$ cat config.mk
export PLATFORM = sky130hd
export DESIGN_NAME = msp_rx
export DESIGN_NICKNAME = d
export VERILOG_FILES = /design/src/rtl/msp_rx.sv
export SDC_FILE = /design/constraint.sdc
export NUM_CORES = 1
export LEC_CHECK = 0
export BUFFER_PORTS_ARGS = -buffer_cell sky130_fd_sc_hd__clkbuf_2
export CAP_MARGIN = 10
export CORE_MARGIN = 4
export CORE_UTILIZATION = 45
export CTS_CLUSTER_DIAMETER = 50
export CTS_CLUSTER_SIZE = 10
export DETAILED_ROUTE_END_ITERATION = 8
export SLEW_MARGIN = 30
export SYNTH_ARGS = -nofsm -noshare
export SYNTH_HDL_FRONTEND = slang
export SYNTH_SLANG_ARGS = --single-unit
$ cat constraint.sdc
create_clock -name clk -period 5.5 [get_ports clk]
set_input_delay 0.825 -clock clk [delete_from_list [all_inputs] [get_ports clk]]
set_output_delay 0.825 -clock clk [all_outputs]
set_load 0.05 [all_outputs]
$ cat src/rtl/msp_rx.sv
// MSP v1 request receiver: hunts "$M<", captures len/cmd/payload,
// checks the XOR checksum and holds the request until the responder takes it.
module msp_rx #(
  parameter int MAX_PAYLOAD    = 16,
  parameter int TIMEOUT_CYCLES = 100000
) (
  input  logic                     clk,
  input  logic                     rst,
  input  logic [7:0]               rx_data,
  input  logic                     rx_valid,
  output logic [7:0]               req_cmd,
  output logic [7:0]               req_len,
  output logic [MAX_PAYLOAD*8-1:0] req_payload,
  output logic                     req_valid,
  input  logic                     req_ready,
  output logic                     crc_err,
  output logic                     len_err,
  output logic                     timeout_err,
  output logic                     rx_dropped,
  output logic                     busy
);

  localparam int          PW       = MAX_PAYLOAD * 8;
  localparam logic [7:0]  MAXP     = 8'(MAX_PAYLOAD);
  localparam logic [31:0] TMO_LAST = 32'(TIMEOUT_CYCLES - 1);
  localparam logic [7:0]  CH_DLR   = 8'h24;
  localparam logic [7:0]  CH_M     = 8'h4D;
  localparam logic [7:0]  CH_LT    = 8'h3C;

  typedef enum logic [2:0] {
    S_IDLE,
    S_HDR_M,
    S_HDR_DIR,
    S_LEN,
    S_CMD,
    S_DATA,
    S_CRC,
    S_HOLD
  } state_t;

  state_t          state_q, state_d;
  logic [7:0]      len_q, len_d;
  logic [7:0]      cmd_q, cmd_d;
  logic [7:0]      idx_q, idx_d;
  logic [7:0]      csum_q, csum_d;
  logic [PW-1:0]   pay_q, pay_d;
  logic [31:0]     tmo_q, tmo_d;
  logic [7:0]      req_cmd_q, req_cmd_d;
  logic [7:0]      req_len_q, req_len_d;
  logic [PW-1:0]   req_pay_q, req_pay_d;
  logic            req_valid_q, req_valid_d;
  logic            crc_err_q, crc_err_d;
  logic            len_err_q, len_err_d;
  logic            tmo_err_q, tmo_err_d;
  logic            drop_q, drop_d;
  logic            tmo_act;
  logic            tmo_hit;

  assign tmo_act = (state_q != S_IDLE) && (state_q != S_HOLD);
  assign tmo_hit = (TIMEOUT_CYCLES != 0) && tmo_act && !rx_valid
                   && (tmo_q == TMO_LAST);

  always_comb begin
    state_d     = state_q;
    len_d       = len_q;
    cmd_d       = cmd_q;
    idx_d       = idx_q;
    csum_d      = csum_q;
    pay_d       = pay_q;
    req_cmd_d   = req_cmd_q;
    req_len_d   = req_len_q;
    req_pay_d   = req_pay_q;
    req_valid_d = req_valid_q;
    crc_err_d   = 1'b0;
    len_err_d   = 1'b0;
    tmo_err_d   = 1'b0;
    drop_d      = 1'b0;
    tmo_d       = (!tmo_act || rx_valid) ? 32'd0 : tmo_q + 32'd1;

    unique case (state_q)
      S_IDLE: begin
        if (rx_valid && rx_data == CH_DLR) state_d = S_HDR_M;
      end
      S_HDR_M: begin
        if (rx_valid) begin
          if (rx_data == CH_M)        state_d = S_HDR_DIR;
          else if (rx_data != CH_DLR) state_d = S_IDLE;
        end
      end
      S_HDR_DIR: begin
        if (rx_valid) begin
          if (rx_data == CH_LT)       state_d = S_LEN;
          else if (rx_data == CH_DLR) state_d = S_HDR_M;
          else                        state_d = S_IDLE;
        end
      end
      S_LEN: begin
        if (rx_valid) begin
          if (rx_data > MAXP) begin
            len_err_d = 1'b1;
            state_d   = S_IDLE;
          end else begin
            len_d   = rx_data;
            csum_d  = rx_data;
            pay_d   = '0;
            idx_d   = 8'd0;
            state_d = S_CMD;
          end
        end
      end
      S_CMD: begin
        if (rx_valid) begin
          cmd_d   = rx_data;
          csum_d  = csum_q ^ rx_data;
          state_d = (len_q == 8'd0) ? S_CRC : S_DATA;
        end
      end
      S_DATA: begin
        if (rx_valid) begin
          pay_d[int'(idx_q)*8 +: 8] = rx_data;
          csum_d = csum_q ^ rx_data;
          idx_d  = idx_q + 8'd1;
          if (idx_q + 8'd1 == len_q) state_d = S_CRC;
        end
      end
      S_CRC: begin
        if (rx_valid) begin
          if (rx_data == csum_q) begin
            req_cmd_d   = cmd_q;
            req_len_d   = len_q;
            req_pay_d   = pay_q;
            req_valid_d = 1'b1;
            state_d     = S_HOLD;
          end else begin
            crc_err_d = 1'b1;
            state_d   = S_IDLE;
          end
        end
      end
      S_HOLD: begin
        // a '$' on the handshake cycle starts the next frame
        if (req_valid_q && req_ready) begin
          req_valid_d = 1'b0;
          state_d     = (rx_valid && rx_data == CH_DLR) ? S_HDR_M : S_IDLE;
        end else if (rx_valid) begin
          drop_d = 1'b1;
        end
      end
      default: state_d = S_IDLE;
    endcase

    if (tmo_hit) begin
      tmo_err_d = 1'b1;
      tmo_d     = 32'd0;
      state_d   = S_IDLE;
    end
  end

  always_ff @(posedge clk) begin
    if (rst) begin
      state_q     <= S_IDLE;
      len_q       <= 8'd0;
      cmd_q       <= 8'd0;
      idx_q       <= 8'd0;
      csum_q      <= 8'd0;
      pay_q       <= '0;
      tmo_q       <= 32'd0;
      req_cmd_q   <= 8'd0;
      req_len_q   <= 8'd0;
      req_pay_q   <= '0;
      req_valid_q <= 1'b0;
      crc_err_q   <= 1'b0;
      len_err_q   <= 1'b0;
      tmo_err_q   <= 1'b0;
      drop_q      <= 1'b0;
    end else begin
      state_q     <= state_d;
      len_q       <= len_d;
      cmd_q       <= cmd_d;
      idx_q       <= idx_d;
      csum_q      <= csum_d;
      pay_q       <= pay_d;
      tmo_q       <= tmo_d;
      req_cmd_q   <= req_cmd_d;
      req_len_q   <= req_len_d;
      req_pay_q   <= req_pay_d;
      req_valid_q <= req_valid_d;
      crc_err_q   <= crc_err_d;
      len_err_q   <= len_err_d;
      tmo_err_q   <= tmo_err_d;
      drop_q      <= drop_d;
    end
  end

  assign req_cmd     = req_cmd_q;
  assign req_len     = req_len_q;
  assign req_payload = req_pay_q;
  assign req_valid   = req_valid_q;
  assign crc_err     = crc_err_q;
  assign len_err     = len_err_q;
  assign timeout_err = tmo_err_q;
  assign rx_dropped  = drop_q;
  assign busy        = (state_q != S_IDLE);

endmodule
Word level (Yosys, flattened, before mapping) --
Index checks and enable logic that the tools add are counted.
Word-level totals: flip-flop bits (word level) 344, input bits 12, output and inout port bits 150, logic and storage cells 121
Cells by class: $add $sub $neg 3, order comparisons 1, equality and inequality tests 28, shift-type cells 2, multiplexer cells 39, bitwise logic cells 6, reduce and logical (&&, ||, !) cells 27
Operators by type and width (number):
- $mux W128 | 3
- $pmux W128 S2 | 1
- $bwmux W128 | 1
- $shift A8 B33 Y128 const A | 1
- $shiftx A8 B33 Y128 | 1
- $mux W8 | 6
- $mux W3 | 13
- $neg A11 Y33 | 1
- $add A32 B1 Y32 const B | 1
- $eq A32 B17 Y1 const B | 1
- $pmux W8 S2 | 2
- $pmux W3 S8 | 1
- $ne A2 B2 Y1 const B | 11
- $eq A8 B6 Y1 const B | 2
- $eq A8 B8 Y1 | 2
- $eq A3 B3 Y1 const B | 4
- $reduce_and A4 Y1 | 3
- $reduce_or A3 Y1 | 4
- $reduce_and A10 Y1 | 1
- $mux W1 | 9
- $add A8 B1 Y8 const B | 1
- $eq A8 B7 Y1 const B | 1
- $gt A8 B5 Y1 const B | 1
- $logic_not A8 Y1 | 1
- 18 further kinds | 34

Depth between registers and ports, before layout --
Gate-level depths: netlist of the first run.
word-level depth 5, mapped depth 12, depth with buffers taken out 9

Least setup slack after synthesis of the first run --
No wires, ideal clock.
path type register to register, start register idx_q[2], end register pay_q[112], data arrival time 2.634 ns, required time 5.383 ns, slack 2.749 ns, cell stages (with the launch flop) 11, clock period less this slack 2.751 ns, path through dfxtp_1 -> buf_6 -> or3_4 -> nor4_1 -> ha_1 -> o311a_1 -> a211o_1 -> and3_1 -> buf_2 -> buf_2 -> a22o_1
Between the ends: word-level cells in the longest chain between the ends 5, elaborated cells between the ends (all ways) 6, those cells by class add/sub: 1; shift: 2; mux: 3
RTL lines:
- from (decl) | RTL line 44 | logic [7:0] idx_q, idx_d;
- from (signal assigned) | RTL line 180 | idx_q <= idx_d;
- $neg A11 Y33 * | RTL line 120 | pay_d[int'(idx_q)*8 +: 8] = rx_data;
- $shiftx A8 B33 Y128 or $shift A8 B33 Y128 (tied branches) | RTL line 120
- $bwmux W128 * | RTL line 120
- $mux W128 * | RTL line 119 | if (rx_valid) begin
- $pmux W128 S2 * | RTL line 80 | unique case (state_q)
- to (signal assigned) | RTL line 182 | pay_q <= pay_d;
- to (decl) | RTL line 46 | logic [PW-1:0] pay_q, pay_d;
Mark *: on every way between the ends. The rest lies on a longest branch, timed or not. The select of a mux whose other input is x is not followed. A chain may end at the register's enable or synchronous reset.

Worst setup path in the final report of the first run --
start register idx_q[2], end register pay_q[65]
Same word-level chain as after synthesis.

==> impl_metrics.env, run 1 <==
export IMPL_drive_gt1_frac=0.157
export IMPL_cts_reportedPaths_clkPinSlew_ps=50
export IMPL_reg2reg_to="pay_q[65]"
export IMPL_use_met3=0.0374
export IMPL_firstDrtPassIters=5
export IMPL_swShare=0.210
export IMPL_place_congestion=0.908
export IMPL_via_per_inst=5.37
export IMPL_syn_nets=1525
export IMPL_drv_cap=0
export IMPL_synthCells=1509
export IMPL_vias=10800
export IMPL_cts_buffers=42
export IMPL_clk_latency_ps=530
export IMPL_worstPathRequired_ps=5940
export IMPL_worst_path_max_delay_cell="nand3_1"
export IMPL_synth_cell_type_count=69
export IMPL_grt_pass1_vias=10200
export IMPL_min_period_over_period=0.670
export IMPL_cts_resized=0
export IMPL_grt_busiest_layer="met2"
export IMPL_grt_max_degree=98
export IMPL_cts_sinks=344
export IMPL_hold_viol=0
export IMPL_cts_root_buf="clkbuf_16"
export IMPL_final_common_cell="nand2_1"
export IMPL_slew_viol_final=0
export IMPL_rsz0062_at_grt="false"
export IMPL_endpoint_kind="flip-flop"
export IMPL_antenna_found_initial=1
export IMPL_critPathMaxStageDelay_ps=710
export IMPL_dpl_cell_count=1955
export IMPL_worstHoldStart="pay_q[22]"
export IMPL_layout_nets=1632
export IMPL_synth_edf_count=0
export IMPL_grt_usage=0.208
export IMPL_synth_area_sq_um=13300
export IMPL_synth_flop_cell="dfxtp_1"
export IMPL_status="completed"
export IMPL_row_count=62
export IMPL_post_cts_buffers=0
export IMPL_worst_path_max_fanout=21
export IMPL_reg2reg_from="idx_q[2]"
export IMPL_cts_buffer_depth=3
export IMPL_synth_seq_area_share=0.519
export IMPL_setup_viol=0
export IMPL_combPwrFrac=0.020
export IMPL_fill_cells=2780
export IMPL_tns_ps=0
export IMPL_cts_tree="done"
export IMPL_ys_ff_latch=344
export IMPL_period_needed_ps=3680
export IMPL_ant_nets=0
export IMPL_hold_buffers=0
export IMPL_core_sq_um=28900
export IMPL_dp_hpwl_microns=23500
export IMPL_p_seq_frac=0.491
export IMPL_syn_to_final_growth_pct=16.2
export IMPL_min_path_cells=2
export IMPL_finalNonFillerCells=2007
export IMPL_wl_per_cell_microns=17.4
export IMPL_ys_async_sr_fraction=0
export IMPL_start_util=0.459
export IMPL_most_common_layout_cells="nand2_1, dfxtp_1, a21oi_1"
export IMPL_crit_type="reg2reg"
export IMPL_internal_power_uw=4020
export IMPL_die_y_microns=180
export IMPL_worstSetupStartpointType="flip-flop"
export IMPL_grt_pass1_wl_microns=56500
export IMPL_fin_skew_ps=16.5
export IMPL_synth_largest_area_cell="dfxtp_1"
export IMPL_hold_path_class="reg2reg"
export IMPL_p_per_area_nw_per_um2=331
export IMPL_htreeDepth=2
export IMPL_fp_dieArea_sq_um=32300
export IMPL_crit_path_cell_trace="or3_4 -> nor4_1 -> ha_1 -> nand2_1 -> o311a_1 -> a211o_1 -> nand3_1 -> or2_2 -> o2bb2ai_1"
export IMPL_slew_headroom=0.358
export IMPL_crit_family="simple AND/OR/NAND/NOR gates"
export IMPL_syn_mean_instance_area_sq_um=8.79
export IMPL_hold_end="req_payload[22]"
export IMPL_power_net_switching_uw=1070
export IMPL_initialDrtViolationCount=637
export IMPL_cellLeakagePower_uw=0.00557
export IMPL_fp_dieW_microns=180
export IMPL_ir_drop_mv=0.221
export IMPL_port_buffer_count=161
export IMPL_worstPathArrival_ps=4130
export IMPL_grt_overflow_total=0
export IMPL_grt_use_met2=0.325
export IMPL_p_clk_frac=0.488
export IMPL_met1_usage=0.299
export IMPL_pin_count=162
export IMPL_n_antenna_cell=0
export IMPL_route_detailed_drc=0
export IMPL_synth_top_area_frac=0.519
export IMPL_drt_wl_total_microns=34900
export IMPL_worstMarginPinSlew_ps=960
export IMPL_fmax_mhz=272
export IMPL_synthTopCellsByArea="dfxtp_1, nand2_1, a21oi_1"
export IMPL_r2r_setup_slack_ps=1820
export IMPL_critical_path_buf_inv_count=0
export IMPL_yosys_warnings=0
export IMPL_r2r_cells=9
-- tightest hold or removal path: stages, from the launching register on --
cell and delay (ps):
dfxtp_1 300, nand2_1 50, a21oi_1 50
-- layer usage --
layer  wire (microns)  share of wire
met1            17100           0.49
met2            15500           0.44
met3             1570          0.045
met4              738          0.021
met5                7        0.00020
-- worst max path at each step --
| stage | to | slack, ps | cells after the start | from |
|---|---|---|---|---|
| 2_1_floorplan | pay_q[112] | 2750 | 10 | idx_q[2] |
| 3_3_place_gp | req_cmd[1] | 1940 | 8 | rx_data[3] |
| 3_5_place_dp | req_payload[56] | 1800 | 8 | rx_data[3] |
| 4_1_cts | pay_q[64] | 1910 | 9 | idx_q[2] |
| 5_1_grt | pay_q[64] | 1540 | 9 | idx_q[2] |
| 6_report | pay_q[65] | 1820 | 9 | idx_q[2] |
-- cells by family (layout without fill, tap and decap cells) --
logic type | count (synthesis) | after routing | share of synthesized area
xor gates and xnor gates | 51 | 51 | 0.0337
AOI/OAI and AO/OA | 361 | 361 | 0.191
buffers and inverters | 120 | 234 | 0.0383
adders and majority gates | 4 | 4 | 0.00377
muxes | 13 | 13 | 0.00991
and+or+nand+nor | 616 | 616 | 0.204
DFF | 344 | 344 | 0.519
-- power by group through the flow --
| stage | clock [uW] | sequential [uW] | combinational (uW) |
|---|---|---|---|
| final | 2490 | 2500 | 104 |
| after CTS | 2540 | 2500 | 104 |
| after detailed placement | 0 | 2550 | 104 |
| after global routing | 2640 | 2500 | 112 |
| after global placement | 0 | 2550 | 103 |
| after floorplan | 0 | 2550 | 77.7 |
-- cells in the mapped netlist (3+ instances only) --
| master | number |
|---|---|
| nand2_1 | 374 |
| dfxtp_1 | 344 |
| a21oi_1 | 169 |
| nor2_1 | 93 |
| clkbuf_1 | 73 |
| o2bb2ai_1 | 44 |
| nand3_1 | 41 |
| o21ai_0 | 40 |
| a22o_1 | 36 |
| xnor2_1 | 29 |
| buf_2 | 28 |
| xor2_1 | 22 |
| a2bb2o_1 | 21 |
| and3_1 | 16 |
| inv_1 | 15 |
| nand4_1 | 15 |
| nor4_1 | 15 |
| and2_1 | 12 |
| mux2i_1 | 12 |
| nor3_1 | 10 |
| nor2b_1 | 7 |
| o21ai_4 | 7 |
| or3_1 | 7 |
| a211oi_1 | 4 |
| a41oi_2 | 4 |
| and4_1 | 4 |
| ha_1 | 4 |
| nand2b_1 | 4 |
| o21a_1 | 4 |
| a32o_1 | 3 |
| or2_2 | 3 |
-- through the flow --
stage / cell area, sq um / util / setup slack [ps] / hold slack [ps] / power (uW)
floorplan: 13300 / - / 2750 / 425 / 2630
detailed placement: 14200 / 0.491 / 1800 / 442 / 2660
global placement: 14200 / 0.491 / 1940 / 435 / 2660
global route: 15400 / 0.534 / 1540 / 465 / 5250
CTS: 15400 / 0.533 / 1910 / 449 / 5140
finish: 15400 / 0.534 / 1820 / 447 / 5090
-- state kept, by name, summed over array words and instances, names as in the netlist --
register	count
timeout_err	1
idx_q	8
rx_dropped	1
req_len	8
tmo_q	32
req_cmd	8
state_q	3
req_valid	1
len_q	8
crc_err	1
len_err	1
cmd_q	8
req_payload	128
csum_q	8
pay_q	128
-- layout make-up --
class | count | area [sq um] | area share
Sequential cell | 344 | 6890 | 0.447
Timing Repair Buffer | 168 | 897 | 0.0582
Multi-Input combinational cell | 1045 | 5890 | 0.382
Inverter | 15 | 56.3 | 0.00365
Clock inverter | 6 | 90.1 | 0.00585
Tap cell | 384 | 480 | 0.0312
Clock buffer | 45 | 1100 | 0.0716
Power figures use the tool's default switching activity.
==> inputs of run 2 (changes only) <==
==> constraint.sdc (replaced) <==
create_clock -name clk -period 3.4 [get_ports clk]
set_input_delay 0.51 -clock clk [delete_from_list [all_inputs] [get_ports clk]]
set_output_delay 0.51 -clock clk [all_outputs]
set_load 0.05 [all_outputs]
==> run 2 against run 1 <==
Effect of this change:
- register-to-register slack lost 1500 ps
- die area is the same
- critical endpoint is now pay_q[49]
- maximum frequency is 20% higher
- setup slack worse by 1500 ps
- utilization grew 0.75 points
- sequential cell count unchanged
==> impl_metrics.env, run 2 (same netlist as run 1, synthesis figures left out) <==
export IMPL_status="completed"
export IMPL_cts_tree="done"
export IMPL_initialDrtViolationCount=693
export IMPL_place_congestion=0.871
export IMPL_port_buffer_count=161
export IMPL_worst_path_max_delay_cell="and3_1"
export IMPL_worst_path_max_fanout=14
export IMPL_worstPathRequired_ps=3860
export IMPL_clk_latency_ps=530
export IMPL_post_place_ws_ps=379
export IMPL_n_antenna_cell=0
export IMPL_via_per_inst=5.33
export IMPL_fp_dieArea_sq_um=32300
export IMPL_worstSetupStartpointType="flip-flop"
export IMPL_die_y_microns=180
export IMPL_row_count=62
export IMPL_grt_usage=0.208
export IMPL_fp_dieW_microns=180
export IMPL_p_total_uw=8240
export IMPL_drv_cap=0
export IMPL_fmax_mhz=325
export IMPL_hold_viol=0
export IMPL_firstDrtPassIters=5
export IMPL_worstHoldStart="req_ready"
export IMPL_ir_drop_mv=0.334
export IMPL_hold_buffers=0
export IMPL_grt_pass1_vias=10600
export IMPL_cellLeakagePower_uw=0.00572
export IMPL_min_period_over_period=0.904
export IMPL_ant_nets=0
export IMPL_cts_buffers=42
export IMPL_post_cts_buffers=0
export IMPL_reg2reg_from="idx_q[1]"
export IMPL_hold_path_class="in2reg"
export IMPL_fin_skew_ps=16.6
export IMPL_antenna_found_initial=0
export IMPL_critical_path_buf_inv_count=0
export IMPL_most_common_layout_cells="nand2_1, dfxtp_1, a21oi_1"
export IMPL_p_per_area_nw_per_um2=527
export IMPL_worstPathArrival_ps=3530
export IMPL_fill_cells=2780
export IMPL_pin_count=162
export IMPL_final_common_cell="nand2_1"
export IMPL_drive_gt1_frac=0.171
export IMPL_vias=10900
export IMPL_core_sq_um=28900
export IMPL_critPathMaxStageDelay_ps=470
export IMPL_grt_overflow_total=0
export IMPL_r2r_cells=8
export IMPL_setup_ws_ps=326
export IMPL_syn_to_final_growth_pct=17.8
export IMPL_hold_end="rx_dropped"
export IMPL_tns_ps=0
export IMPL_endpoint_kind="flip-flop"
export IMPL_wl_per_cell_microns=17.0
export IMPL_cts_buffer_depth=3
export IMPL_slew_viol_final=0
export IMPL_drt_wl_total_microns=34700
export IMPL_cts_reportedPaths_clkPinSlew_ps=50
export IMPL_layout_nets=1660
export IMPL_r2r_setup_slack_ps=330
export IMPL_setup_viol=0
export IMPL_cts_resized=0
export IMPL_grt_max_degree=95
export IMPL_htreeDepth=2
export IMPL_start_util=0.459
export IMPL_crit_path_cell_trace="or2_2 -> nor4_1 -> ha_1 -> o311a_1 -> a211o_1 -> and3_1 -> o21ai_4 -> a22o_1"
export IMPL_route_detailed_drc=0
export IMPL_worstMarginPinSlew_ps=789
export IMPL_cp_startpoint="idx_q[1]"
export IMPL_rsz0062_at_grt="false"
export IMPL_min_path_cells=2
export IMPL_crit_type="reg2reg"
export IMPL_period_needed_ps=3070
export IMPL_grt_pass1_wl_microns=56500
export IMPL_crit_family="compound AO/OA/AOI/OAI gates"
export IMPL_slew_headroom=0.474
export IMPL_cts_sinks=344
export IMPL_cts_root_buf="clkbuf_16"
export IMPL_dp_hpwl_microns=23900
export IMPL_reg2reg_to="pay_q[49]"
[run 2: cell types whose count changed in the layout (fill, tap and decap cells not counted), sizes merged]
cell and change:
bufinv -1, clkbuf +6, buf +28, clkinv -1
[run 2: where the power goes]
group / internal (uW) / leakage, uW / switching (uW)
Clock: 2450 / 0.000598 / 1560
Combinational: 42.2 / 0.00235 / 135
Sequential: 4040 / 0.00277 / 9.75
[run 2: metal layers]
layer / routed length, microns / track usage
met5: 0 / 0
met4: 779 / 0.0579
met3: 1850 / 0.0404
met2: 15400 / 0.325
met1: 16700 / 0.294
[run 2: final cells by class]
| cell class | instances | area [sq um] | area share |
|---|---|---|---|
| sequential | 344 | 6890 | 0.441 |
| inverter | 15 | 56.3 | 0.00360 |
| clock buffer | 51 | 1170 | 0.0746 |
| clock inverter | 4 | 51.3 | 0.00328 |
| tap | 384 | 480 | 0.0308 |
| timing repair buffer | 196 | 1100 | 0.0704 |
| multi-input combinational | 1045 | 5880 | 0.376 |
[run 2: metrics by stage]
step	hold WS (ps)	area, sq um	instances	util
5_1_grt	205	15600	2039	0.541
4_1_cts	190	15600	2039	0.541
6_report	203	15600	2039	0.541
2_1_floorplan	425	13300	1509	-
3_5_place_dp	443	14400	1984	0.499
3_3_place_gp	437	14400	1984	0.499
[run 2: worst max-delay path by stage]
| stage | end | slack, ps | cells past startpoint |
|---|---|---|---|
| detailed placement | pay_q[49] | 380 | 8 |
| global placement | pay_q[49] | 450 | 8 |
| CTS | pay_q[49] | 350 | 8 |
| finish | pay_q[49] | 330 | 8 |
| floorplan | pay_q[112] | 650 | 10 |
| global route | pay_q[25] | 100 | 8 |
[run 2: worst register-to-register path, cell delays in order, from the launching register on]
cell,delay (ps)
dfxtp_1,380
or2_2,370
nor4_1,200
ha_1,320
o311a_1,360
a211o_1,390
and3_1,470
o21ai_4,350
a22o_1,170
==> inputs of run 3 (changes only) <==
--- a/config.mk
+++ b/config.mk
@@ -5,11 +5,12 @@
 export SDC_FILE = /design/constraint.sdc
 export NUM_CORES = 1
 export LEC_CHECK = 0
+export ABC_AREA = 1
 export BUFFER_PORTS_ARGS = -buffer_cell sky130_fd_sc_hd__clkbuf_2
 export CAP_MARGIN = 10
 export CORE_MARGIN = 4
 export CORE_UTILIZATION = 45
-export CTS_CLUSTER_DIAMETER = 50
+export CTS_CLUSTER_DIAMETER = 40
 export CTS_CLUSTER_SIZE = 10
 export DETAILED_ROUTE_END_ITERATION = 8
 export SLEW_MARGIN = 30
==> constraint.sdc (replaced) <==
create_clock -name clk -period 3.4 [get_ports clk]
set_input_delay 0.51 -clock clk [delete_from_list [all_inputs] [get_ports clk]]
set_output_delay 0.51 -clock clk [all_outputs]
set_load 0.005 [all_outputs]
==> run 3 against run 2 <==
Effect of this change:
- die area grew 6.5%
- synthesized cell count grew 27%
- area after synthesis grew 6.8%
- clock-buffer cell count grew 8
- sequential power grew 2%
- cell count grew 22%
- combinational power grew to 4.1 times the previous value
- register-to-register slack gained 320 ps
- maximum frequency grew 12%
- critical endpoint is now pay_q[46]
- largest power group is now clock
==> impl_metrics.env, run 3 <==
export IMPL_initialDrtViolationCount=944
export IMPL_tns_ps=0
export IMPL_synth_flop_cell="dfxtp_1"
export IMPL_grt_usage=0.219
export IMPL_synth_seq_area_share=0.486
export IMPL_clk_latency_ps=540
export IMPL_rsz0062_at_grt="false"
export IMPL_hold_path_class="in2reg"
export IMPL_synth_cell_type_count=42
export IMPL_slew_headroom=0.523
export IMPL_cts_sinks=344
export IMPL_r2r_cells=11
export IMPL_synthTopCellsByArea="dfxtp_1, a21oi_1, nand2_1"
export IMPL_worst_path_max_fanout=16
export IMPL_cp_endpoint="pay_q[46]"
export IMPL_slew_viol_final=0
export IMPL_power_net_switching_uw=2330
export IMPL_grt_max_degree=119
export IMPL_worstPathRequired_ps=3780
export IMPL_post_cts_buffers=0
export IMPL_start_util=0.459
export IMPL_synth_edf_count=0
export IMPL_port_buffer_count=161
export IMPL_synth_area_sq_um=14200
export IMPL_fp_dieW_microns=185
export IMPL_met2_length_microns=16300
export IMPL_status="completed"
export IMPL_vias=12800
export IMPL_crit_path_cell_trace="nor3_2 -> nand3_1 -> nand2_2 -> inv_1 -> nand4_2 -> nor2_2 -> nand2_2 -> o21ai_0 -> nand2_1 -> nand2_1 -> a21oi_1"
export IMPL_ir_drop_mv=0.360
export IMPL_drive_gt1_frac=0.141
export IMPL_p_per_area_nw_per_um2=557
export IMPL_route_detailed_drc=0
export IMPL_syn_to_final_growth_pct=18.1
export IMPL_syn_mean_instance_area_sq_um=7.36
export IMPL_swShare=0.250
export IMPL_core_sq_um=30800
export IMPL_row_count=64
export IMPL_die_y_microns=185
export IMPL_endpoint_kind="flip-flop"
export IMPL_grt_overflow_total=0
export IMPL_cts_buffers=48
export IMPL_most_common_layout_cells="nand2_1, dfxtp_1, a21oi_1"
export IMPL_r2r_setup_slack_ps=640
export IMPL_drv_cap=0
export IMPL_worst_path_max_delay_cell="dfxtp_1"
export IMPL_fill_cells=3047
export IMPL_wirelength_met1_microns=18800
export IMPL_min_period_over_period=0.811
export IMPL_crit_cells=11
export IMPL_synth_top_area_frac=0.486
export IMPL_antenna_found_initial=0
export IMPL_fin_skew_ps=17.3
export IMPL_grt_pass1_wl_microns=62200
export IMPL_fmax_mhz=363
export IMPL_reg2reg_to="pay_q[46]"
export IMPL_place_congestion=0.908
export IMPL_cellLeakagePower_uw=0.00613
export IMPL_top_layer="met4"
export IMPL_critPathMaxStageDelay_ps=600
export IMPL_ys_ff_latch=344
export IMPL_cts_resized=0
export IMPL_crit_family="simple AND/OR/NAND/NOR gates"
export IMPL_synthCells=1923
export IMPL_n_antenna_cell=0
export IMPL_ys_async_sr_fraction=0
export IMPL_fp_dieArea_sq_um=34400
export IMPL_period_needed_ps=2760
export IMPL_p_seq_frac=0.444
export IMPL_worstSetupStartpointType="flip-flop"
export IMPL_htreeDepth=2
export IMPL_final_common_cell="nand2_1"
export IMPL_internal_power_uw=6990
export IMPL_wl_met3_microns=2210
export IMPL_wl_per_cell_microns=15.4
export IMPL_cts_reportedPaths_clkPinSlew_ps=50
export IMPL_worstPathArrival_ps=3140
export IMPL_drt_wl_total_microns=38300
export IMPL_firstDrtPassIters=8
export IMPL_layout_nets=2080
export IMPL_synth_largest_area_cell="dfxtp_1"
export IMPL_setup_viol=0
export IMPL_ant_nets=0
export IMPL_worstMarginPinSlew_ps=715
export IMPL_syn_nets=1939
export IMPL_cp_startpoint="idx_q[2]"
export IMPL_cts_buffer_depth=3
export IMPL_critical_path_buf_inv_count=1
export IMPL_yosysMostFrequentCell="nand2_1"
export IMPL_hold_viol=0
export IMPL_p_clk_frac=0.477
export IMPL_synth_common_cells="nand2_1, dfxtp_1, a21oi_1"
export IMPL_cts_tree="done"
export IMPL_pin_count=162
export IMPL_cts_root_buf="clkbuf_16"
export IMPL_setup_ws_ps=643
export IMPL_combPwrFrac=0.079
export IMPL_reg2reg_from="idx_q[2]"
export IMPL_post_place_ws_ps=410
export IMPL_yosys_warnings=0
export IMPL_dp_hpwl_microns=27200
export IMPL_crit_type="reg2reg"
export IMPL_grt_pass1_vias=12100
export IMPL_via_per_inst=5.15
export IMPL_hold_buffers=0
[run 3: changes by cell type after synthesis, moves of 21 or more]
cell,previous run,this run
a2bb2o_1,21,0
a22o_1,36,0
nand2_1,374,347
o21ai_0,40,176
inv_1,15,233
a21oi_1,169,312
nor2_1,93,144
o2bb2ai_1,44,0
nand3_1,41,99
nor3_1,10,40
[run 3: worst min path at each step]
stage / endpoint / slack [ps] / cells past startpoint / startpoint
after floorplan: tmo_q[0] / 420 / 1 / tmo_q[0]
after global placement: tmo_q[0] / 430 / 1 / tmo_q[0]
after detailed placement: req_payload[114] / 440 / 2 / req_payload[114]
after CTS: rx_dropped / 230 / 4 / req_ready
after global routing: rx_dropped / 270 / 4 / req_ready
final: rx_dropped / 250 / 4 / req_ready
[run 3: area by class of cell]
class	count	area, sq um	share of cell area
multi-input combinational	1245	6010	0.359
sequential	344	6890	0.412
inverter	243	913	0.0546
tap	396	495	0.0296
timing repair buffer	182	1000	0.0600
clock inverter	18	128	0.00763
clock buffer	59	1290	0.0773
[run 3: power by group through the flow]
stage	Clock, uW	Sequential [uW]	Combinational [uW]
finish	4440	4140	734
global route	4760	4140	834
CTS	4550	4140	736
detailed placement	0	4220	732
global placement	0	4220	730
floorplan	0	4210	538
[run 3: kinds of logic after synthesis]
logic type               count (synthesis)  share of synthesized area
flip-flops                             344                      0.486
buffers and inverters                  334                     0.0902
AO/OA/AOI/OAI                          506                      0.181
XOR/XNOR                                24                     0.0154
adder cells (fa/ha/maj)                  4                    0.00353
AND/OR/NAND/NOR                        711                      0.223
[run 3: through the flow]
step           area (sq um)  instances  hold WS, ps   util  power [uW]
6_report              16700       2487          246  0.543        9310
5_1_grt               16700       2487          275  0.543        9730
4_1_cts               16700       2487          227  0.543        9430
3_5_place_dp          15300       2410          436  0.497        4950
3_3_place_gp          15300       2410          430  0.497        4950
2_1_floorplan         14200       1923          418      -        4750
[run 3: layer usage]
metal,vias up,track usage
met5,-,0
met4,0,0.0564
met3,69,0.0373
met2,359,0.335
met1,5801,0.322
li1,6572,-
[run 3: worst min-delay path: cells and delay by family]
family | cells | cell delay [ps]
compound gates | 1 | 80
buf+inv | 2 | 120
simple gates | 1 | 30
